==> config.mk <==
export PLATFORM = sky130hd
export DESIGN_NAME = dmem_arbiter_flat
export DESIGN_NICKNAME = d
export VERILOG_FILES = /design/src/rtl/dmem_arb_pkg.sv /design/src/rtl/dmem_arbiter_if.sv /design/src/rtl/dmem_arb_rr.sv /design/src/rtl/dmem_arbiter.sv /design/src/flat_wrapper.sv
export SDC_FILE = /design/constraint.sdc
export NUM_CORES = 1
export LEC_CHECK = 0
export ABC_CLOCK_PERIOD_IN_PS = 6300
export CAP_MARGIN = 40
export CORE_AREA = 8 8 187 189
export CTS_CLUSTER_DIAMETER = 80
export DETAILED_ROUTE_END_ITERATION = 7
export DIE_AREA = 0 0 195 197
export PLACE_DENSITY_LB_ADDON = 0.05
export SYNTH_ARGS = -nofsm -noshare
export SYNTH_HDL_FRONTEND = slang
export SYNTH_SLANG_ARGS = --single-unit
export TNS_END_PERCENT = 1
==> constraint.sdc <==
create_clock -name clk -period 6.3 [get_ports clk]
set_clock_uncertainty 0.15 [all_clocks]
set_input_delay 1.575 -clock clk [delete_from_list [all_inputs] [get_ports clk]]
set_output_delay 1.575 -clock clk [all_outputs]
set_load 0.01 [all_outputs]
==> src/rtl/dmem_arb_pkg.sv <==
// -----------------------------------------------------------------------------
// dmem_arb_pkg
// Shared types and constants for the two-port data-memory arbiter.
//   port_id_t     : identifies a requester (PORT_CPU = p0, PORT_LDR = p1)
//   DMEM_ADDR_W   : default byte-address width
//   DMEM_DATA_W   : default data width
//   STAT_W        : width of the per-port grant statistics counters
//   port_onehot() : converts a port id into a one-hot grant vector
// Build option: DMEM_ARB_RR_EN (round-robin conflict resolution) is consumed
// by dmem_arb_rr; nothing here depends on it.
// -----------------------------------------------------------------------------
package dmem_arb_pkg;

    localparam int DMEM_ADDR_W = 32;
    localparam int DMEM_DATA_W = 64;
    localparam int STAT_W      = 32;

    typedef enum logic {
        PORT_CPU = 1'b0,
        PORT_LDR = 1'b1
    } port_id_t;

    function automatic logic [1:0] port_onehot(input port_id_t p);
        return (p == PORT_LDR) ? 2'b10 : 2'b01;
    endfunction

endpackage

==> src/rtl/dmem_arbiter_if.sv <==
// -----------------------------------------------------------------------------
// dmem_arbiter_if
// Bundles the two requester ports, the shared read-data return and the
// data-memory port of dmem_arbiter.
//   slave  modport : the arbiter (takes requests and mem_rdata, drives grants,
//                    rvalid/rdata, memory strobes and statistics)
//   master modport : the environment (requesters plus the memory itself)
// Statistics: stat_p0_gnt / stat_p1_gnt count completed handshakes per port.
// -----------------------------------------------------------------------------
interface dmem_arbiter_if #(
    parameter int ADDR_W = dmem_arb_pkg::DMEM_ADDR_W,
    parameter int DATA_W = dmem_arb_pkg::DMEM_DATA_W
);
    // requester side
    logic              p0_req;
    logic              p1_req;
    logic              p0_we;
    logic              p1_we;
    logic [ADDR_W-1:0] p0_addr;
    logic [ADDR_W-1:0] p1_addr;
    logic [DATA_W-1:0] p0_wdata;
    logic [DATA_W-1:0] p1_wdata;
    logic              p0_gnt;
    logic              p1_gnt;
    logic              p0_rvalid;
    logic              p1_rvalid;
    logic [DATA_W-1:0] rdata;

    // memory side
    logic [ADDR_W-1:0] mem_addr;
    logic [DATA_W-1:0] mem_wdata;
    logic              mem_we;
    logic              mem_re;
    logic [DATA_W-1:0] mem_rdata;

    // statistics
    logic [dmem_arb_pkg::STAT_W-1:0] stat_p0_gnt;
    logic [dmem_arb_pkg::STAT_W-1:0] stat_p1_gnt;

    modport slave (
        input  p0_req, p1_req, p0_we, p1_we, p0_addr, p1_addr,
               p0_wdata, p1_wdata, mem_rdata,
        output p0_gnt, p1_gnt, p0_rvalid, p1_rvalid, rdata,
               mem_addr, mem_wdata, mem_we, mem_re,
               stat_p0_gnt, stat_p1_gnt
    );

    modport master (
        output p0_req, p1_req, p0_we, p1_we, p0_addr, p1_addr,
               p0_wdata, p1_wdata, mem_rdata,
        input  p0_gnt, p1_gnt, p0_rvalid, p1_rvalid, rdata,
               mem_addr, mem_wdata, mem_we, mem_re,
               stat_p0_gnt, stat_p1_gnt
    );

endinterface

==> src/rtl/dmem_arb_rr.sv <==
// -----------------------------------------------------------------------------
// dmem_arb_rr
// Purely combinational grant selection for the two-port arbiter.
//   req[1:0]   : live requests (bit 0 = p0/CPU, bit 1 = p1/loader)
//   last_grant : port that completed the most recent handshake
//   gnt[1:0]   : one-hot (or zero) grant
// A lone requester always wins. On a conflict:
//   DMEM_ARB_RR_EN defined   : the port that was NOT granted last wins
//   DMEM_ARB_RR_EN undefined : p0 always wins; last_grant is ignored
// -----------------------------------------------------------------------------
module dmem_arb_rr
    import dmem_arb_pkg::*;
(
    input  logic [1:0] req,
    input  port_id_t   last_grant,
    output logic [1:0] gnt
);

    always_comb begin
        gnt = 2'b00;
        case (req)
            2'b01:   gnt = 2'b01;
            2'b10:   gnt = 2'b10;
            2'b11: begin
`ifdef DMEM_ARB_RR_EN
                gnt = (last_grant == PORT_CPU) ? port_onehot(PORT_LDR)
                                               : port_onehot(PORT_CPU);
`else
                gnt = port_onehot(PORT_CPU);
`endif
            end
            default: gnt = 2'b00;
        endcase
    end

`ifndef DMEM_ARB_RR_EN
    // Fixed priority keeps the last_grant input for a uniform interface.
    logic unused_last_grant;
    assign unused_last_grant = last_grant;
`endif

endmodule

==> src/rtl/dmem_arbiter.sv <==
// -----------------------------------------------------------------------------
// dmem_arbiter
// Two-port data-memory arbiter: p0 (CPU data port) and p1 (loader/debug port)
// share one data memory with a one-cycle read latency.
// Ports:
//   clk : clock, all state on the rising edge
//   rst : synchronous active-low reset
//   bus : dmem_arbiter_if.slave (requesters, read return, memory port, stats)
// Behaviour:
//   - zero-latency combinational grant, at most one port per cycle
//   - memory strobes/address/data mirror the granted port, zero otherwise
//   - writes finish in the grant cycle; reads return one cycle later on the
//     owner's rvalid with rdata = mem_rdata
//   - a one-entry owner register allows a read every cycle
// Build option: DMEM_ARB_RR_EN selects round-robin conflict resolution
// (see dmem_arb_rr); without it p0 has fixed priority.
// -----------------------------------------------------------------------------
module dmem_arbiter
    import dmem_arb_pkg::*;
#(
    parameter int ADDR_W = DMEM_ADDR_W,
    parameter int DATA_W = DMEM_DATA_W
) (
    input  logic          clk,
    input  logic          rst,
    dmem_arbiter_if.slave bus
);

    // state
    port_id_t          last_grant_q, last_grant_d;
    port_id_t          owner_q,      owner_d;
    logic              owner_vld_q,  owner_vld_d;
    logic [STAT_W-1:0] stat_p0_q,    stat_p0_d;
    logic [STAT_W-1:0] stat_p1_q,    stat_p1_d;

    // grant path
    logic [1:0]        req_live;
    logic [1:0]        gnt;
    logic              sel_we;
    logic              mem_re_int;
    logic [ADDR_W-1:0] sel_addr;
    logic [DATA_W-1:0] sel_wdata;
    logic              resp_live;

    // Masking requests with rst forces every grant and memory strobe low
    // while reset is held, without a separate override path.
    assign req_live = {bus.p1_req & rst, bus.p0_req & rst};

    dmem_arb_rr u_rr (
        .req        (req_live),
        .last_grant (last_grant_q),
        .gnt        (gnt)
    );

    always_comb begin
        sel_we    = 1'b0;
        sel_addr  = '0;
        sel_wdata = '0;
        if (gnt[1]) begin
            sel_we    = bus.p1_we;
            sel_addr  = bus.p1_addr;
            sel_wdata = bus.p1_wdata;
        end else if (gnt[0]) begin
            sel_we    = bus.p0_we;
            sel_addr  = bus.p0_addr;
            sel_wdata = bus.p0_wdata;
        end
    end

    assign mem_re_int    = (|gnt) & ~sel_we;

    assign bus.p0_gnt    = gnt[0];
    assign bus.p1_gnt    = gnt[1];
    assign bus.mem_we    = sel_we;
    assign bus.mem_re    = mem_re_int;
    assign bus.mem_addr  = sel_addr;
    assign bus.mem_wdata = sel_wdata;

    // next state
    always_comb begin
        last_grant_d = last_grant_q;
        owner_d      = owner_q;
        owner_vld_d  = mem_re_int;
        stat_p0_d    = stat_p0_q;
        stat_p1_d    = stat_p1_q;

        // gnt implies req, so any grant is a completed handshake
        if (gnt[1]) begin
            last_grant_d = PORT_LDR;
            stat_p1_d    = stat_p1_q + STAT_W'(1);
        end else if (gnt[0]) begin
            last_grant_d = PORT_CPU;
            stat_p0_d    = stat_p0_q + STAT_W'(1);
        end

        if (mem_re_int) begin
            owner_d = gnt[1] ? PORT_LDR : PORT_CPU;
        end
    end

    always_ff @(posedge clk) begin
        if (!rst) begin
            // PORT_LDR here lets p0 win the first conflict in round-robin mode
            last_grant_q <= PORT_LDR;
            owner_q      <= PORT_CPU;
            owner_vld_q  <= 1'b0;
            stat_p0_q    <= '0;
            stat_p1_q    <= '0;
        end else begin
            last_grant_q <= last_grant_d;
            owner_q      <= owner_d;
            owner_vld_q  <= owner_vld_d;
            stat_p0_q    <= stat_p0_d;
            stat_p1_q    <= stat_p1_d;
        end
    end

    // A read response pending when reset is asserted is dropped: rvalid and
    // rdata are qualified by rst as well as the owner flag.
    assign resp_live       = owner_vld_q & rst;
    assign bus.p0_rvalid   = resp_live & (owner_q == PORT_CPU);
    assign bus.p1_rvalid   = resp_live & (owner_q == PORT_LDR);
    assign bus.rdata       = resp_live ? bus.mem_rdata : '0;

    assign bus.stat_p0_gnt = stat_p0_q;
    assign bus.stat_p1_gnt = stat_p1_q;

endmodule

==> src/flat_wrapper.sv <==
// flat-port wrapper written by rule: the top's interface ports become plain ports
module dmem_arbiter_flat import dmem_arb_pkg::*;
#(
    parameter int ADDR_W = DMEM_ADDR_W,
    parameter int DATA_W = DMEM_DATA_W
)
  (clk, rst, bus_p0_req, bus_p1_req, bus_p0_we, bus_p1_we, bus_p0_addr, bus_p1_addr, bus_p0_wdata, bus_p1_wdata, bus_mem_rdata, bus_p0_gnt, bus_p1_gnt, bus_p0_rvalid, bus_p1_rvalid, bus_rdata, bus_mem_addr, bus_mem_wdata, bus_mem_we, bus_mem_re, bus_stat_p0_gnt, bus_stat_p1_gnt);
  dmem_arbiter_if #(.ADDR_W(ADDR_W), .DATA_W(DATA_W)) bus_i ();
  input  logic clk;
  input  logic rst;
  input wire logic [$bits(bus_i.p0_req)-1:0] bus_p0_req;
  input wire logic [$bits(bus_i.p1_req)-1:0] bus_p1_req;
  input wire logic [$bits(bus_i.p0_we)-1:0] bus_p0_we;
  input wire logic [$bits(bus_i.p1_we)-1:0] bus_p1_we;
  input wire logic [$bits(bus_i.p0_addr)-1:0] bus_p0_addr;
  input wire logic [$bits(bus_i.p1_addr)-1:0] bus_p1_addr;
  input wire logic [$bits(bus_i.p0_wdata)-1:0] bus_p0_wdata;
  input wire logic [$bits(bus_i.p1_wdata)-1:0] bus_p1_wdata;
  input wire logic [$bits(bus_i.mem_rdata)-1:0] bus_mem_rdata;
  output wire logic [$bits(bus_i.p0_gnt)-1:0] bus_p0_gnt;
  output wire logic [$bits(bus_i.p1_gnt)-1:0] bus_p1_gnt;
  output wire logic [$bits(bus_i.p0_rvalid)-1:0] bus_p0_rvalid;
  output wire logic [$bits(bus_i.p1_rvalid)-1:0] bus_p1_rvalid;
  output wire logic [$bits(bus_i.rdata)-1:0] bus_rdata;
  output wire logic [$bits(bus_i.mem_addr)-1:0] bus_mem_addr;
  output wire logic [$bits(bus_i.mem_wdata)-1:0] bus_mem_wdata;
  output wire logic [$bits(bus_i.mem_we)-1:0] bus_mem_we;
  output wire logic [$bits(bus_i.mem_re)-1:0] bus_mem_re;
  output wire logic [$bits(bus_i.stat_p0_gnt)-1:0] bus_stat_p0_gnt;
  output wire logic [$bits(bus_i.stat_p1_gnt)-1:0] bus_stat_p1_gnt;
  assign bus_i.p0_req = bus_p0_req;
  assign bus_i.p1_req = bus_p1_req;
  assign bus_i.p0_we = bus_p0_we;
  assign bus_i.p1_we = bus_p1_we;
  assign bus_i.p0_addr = bus_p0_addr;
  assign bus_i.p1_addr = bus_p1_addr;
  assign bus_i.p0_wdata = bus_p0_wdata;
  assign bus_i.p1_wdata = bus_p1_wdata;
  assign bus_i.mem_rdata = bus_mem_rdata;
  assign bus_p0_gnt = bus_i.p0_gnt;
  assign bus_p1_gnt = bus_i.p1_gnt;
  assign bus_p0_rvalid = bus_i.p0_rvalid;
  assign bus_p1_rvalid = bus_i.p1_rvalid;
  assign bus_rdata = bus_i.rdata;
  assign bus_mem_addr = bus_i.mem_addr;
  assign bus_mem_wdata = bus_i.mem_wdata;
  assign bus_mem_we = bus_i.mem_we;
  assign bus_mem_re = bus_i.mem_re;
  assign bus_stat_p0_gnt = bus_i.stat_p0_gnt;
  assign bus_stat_p1_gnt = bus_i.stat_p1_gnt;
  dmem_arbiter #(.ADDR_W(ADDR_W), .DATA_W(DATA_W)) u_core (.clk(clk), .rst(rst), .bus(bus_i));
endmodule
==> impl_metrics.toml <==
[routing]
drtIter0Drc = 281
antenna_left = 0
first_pass_iters = 4
drc = 0
avgViaCountPerCell = 4.436
vias = 6414
post_drt_wl_per_cell_um = 23.93
wirelength_um = 34600

[clock_network]
cts_buffers = 9
clk_latency_ns = 0.34
postCtsSetupBuffers = 0
hold_buffers = 0
ctsRootBufferMaster = "clkbuf_16"
htree_levels = 3
cts_tree = "done"
cts_sinks = 66
clkTransAtPathRegs_ns = 0.06
postCtsResizedCells = 0
clk_path_buf_depth = 2

[finish]
drive_above_1_share = 0.03675
design_area_sq_mm = 0.01022
num-fill-cells = 3398
area_growth_pct = 124.5
regArea_sq_mm = 0.001321
multi_input_area_sq_mm = 0.002972
nets = 1293

[critical_path]
path_cells = "clkdlybuf4s50_1 -> buf_4 -> nand3b_4 -> inv_2 -> buf_12 -> a22o_1 -> clkdlybuf4s50_1"
crit_path_start_kind = "primary input"
crit_fanout = 98
cp_common_cell = "clkdlybuf4s50_1"
max_stage_delay_ns = 0.59
critPathCaptureType = "output pin"
criticalPathCategory = "in2out"
cp_slowest_cell = "clkdlybuf4s50_1"
cp.arrival_ns = 3.72
cp.required_ns = 4.58

[synth]
syn_inst = 572
seq_area_frac_synth = 0.2901
synth_area_per_cell_sq_um = 7.962
ys_async_sr_fraction = 0
ys.flop_type = "dfxtp_1"
syn_nets = 836
synth_seq_cells = 66
syn_area_sq_mm = 0.004554
synthDistinctLibCells = 42
yosysWarnings = 0
synth_enable_flop_cells = 0

[power]
pwr_density_cell_mw_per_mm2 = 140.0
ir_worst_vdd_mv = 0.1187
p_leak_uw = 0.003681

[floorplan]
start_util = 0.1421
design.core.area_sq_mm = 0.03204
fp.dieW_um = 195
rows = 66
die_h_um = 197
die_area_sq_mm = 0.03842
ios = 492

[global_routing]
antenna_found_initial = 8
grt.total_usage = 0.1703
grt_pass1_wl_um = 48280
grt_pass1_vias = 6747
overflow = 0
grt_max_degree = 99

[sta]
setup_viol = 0
tightest_slew_ns = 0.6968
max_freq_ghz = 0.1838
slew_viol_final = 0
fin_crit_ns = 5.441
hold_violations = 0
grt_setup_unrepaired = "no"
tns_ns = 0
period_share = 0.8636
slew_headroom = 0.5355

[place]
place_area_sq_mm = 0.009862
gp_congestion = 0.8414
io_buffer_count = 491
hpwl_um = 28990

[job]
max_cap_violations = 0

[run_status]
status = "completed"

[min_path]
hold_class = "reg2reg"
==> final cells by class <==
type,count,area share
antenna,4,0.0009792
clock inverter,7,0.01224
tap,408,0.04994
inverter,13,0.004774
clock buffer,9,0.02203
sequential,66,0.1293
multi-input combinational,439,0.2907
timing repair buffer,500,0.4901
==> report_power, final <==
part           switching, uW  total (uW)  internal, uW
Sequential              5.84         426           420
Combinational            143         408           264
Clock                    207         597           390
==> critical path, delay by kind of cell <==
family | cells | cell delay, ns
AOI/OAI and AO/OA | 1 | 0.24
buffers and inverters | 5 | 1.60
and+or+nand+nor | 1 | 0.21
==> placed cells by master (no fill, tap or decap), types with 2 or more instances in the layout <==
cell type	instances
o311ai_0	3
nand2_1	24
and4_1	6
o21ai_0	20
o41ai_1	4
nand4_1	14
or3_1	19
xor2_1	8
clkbuf_16	9
ha_1	2
nand3_1	20
o31ai_1	16
clkinv_4	3
xnor2_1	11
nand4_2	2
buf_4	6
and3_1	70
clkdlybuf4s50_1	490
nor3_1	3
nor4_1	6
inv_1	11
inv_2	2
nor2b_1	4
bufinv_16	3
nand2b_1	6
a22o_1	97
mux2i_1	5
or3_2	3
nor2_1	27
a21oi_1	36
diode_2	4
or4_1	23
dfxtp_1	66
buf_12	2
==> synth_stat cells (16+ instances only) <==
| cell | n | area, sq um |
|---|---|---|
| or4_1 | 23 | 172.7 |
| and3_1 | 70 | 437.9 |
| nand3_1 | 20 | 100.1 |
| o21ai_0 | 20 | 100.1 |
| o31ai_1 | 16 | 120.1 |
| a21oi_1 | 36 | 180.2 |
| a22o_1 | 97 | 849.6 |
| dfxtp_1 | 66 | 1321 |
| nor2_1 | 27 | 101.4 |
| or3_1 | 19 | 118.9 |
| clkbuf_1 | 47 | 176.4 |
| nand2_1 | 24 | 90.09 |
==> logic make-up (layout without fill, tap and decap cells) <==
logic type / after synthesis / after routing / synth area share
muxes: 5 / 5 / 0.01099
other: 0 / 4 / 0
buffers and inverters: 67 / 529 / 0.05796
adders and majority gates: 2 / 2 / 0.005494
and+or+nand+nor: 236 / 236 / 0.3091
AOI/OAI and AO/OA: 177 / 177 / 0.2898
xor gates and xnor gates: 19 / 19 / 0.03654
DFF: 66 / 66 / 0.2901
==> stage by stage <==
step | hold WS, ns | utilization | instances | power [uW] | setup WS, ns
floorplan | 0.3445 | - | 572 | 542.6 | 1.676
global placement | 0.3176 | 0.3073 | 1425 | 850.4 | 0.8046
detailed placement | 0.3220 | 0.3078 | 1426 | 846.6 | 0.8282
CTS | 0.3283 | 0.3187 | 1442 | 1458 | 0.8279
global route | 0.3671 | 0.3189 | 1444 | 1502 | 0.7414
finish | 0.3243 | 0.3190 | 1446 | 1431 | 0.8592
==> state kept, by name, summed over array words and instances (netlist names) <==
name / flops
u_core.bus.stat_p1_gnt: 32
u_core.bus.stat_p0_gnt: 32
u_core.owner_vld_q: 1
u_core.owner_q: 1
==> routing by layer <==
metal | global-route usage | vias to the layer above | wire length, um
met1 | 0.1678 | 2929 | 12310
li1 | - | 3138 | -
met5 | 0 | - | 30
met2 | 0.3158 | 305 | 17900
met3 | 0.07692 | 36 | 3484
met4 | 0.05362 | 6 | 881
==> final timing paths <==
path                                                  from                    endpoint  slack [ns]  cells past startpoint
worst max-delay path                            bus_p0_req            bus_mem_addr[17]        0.86                      7
worst min-delay path            u_core.bus.stat_p0_gnt[29]  u_core.bus.stat_p0_gnt[29]        0.32                      2
worst max register to register   u_core.bus.stat_p0_gnt[0]  u_core.bus.stat_p0_gnt[30]        3.72                      5
worst min register to register  u_core.bus.stat_p0_gnt[29]  u_core.bus.stat_p0_gnt[29]        0.32                      2
(Power assumes the default switching activity.)
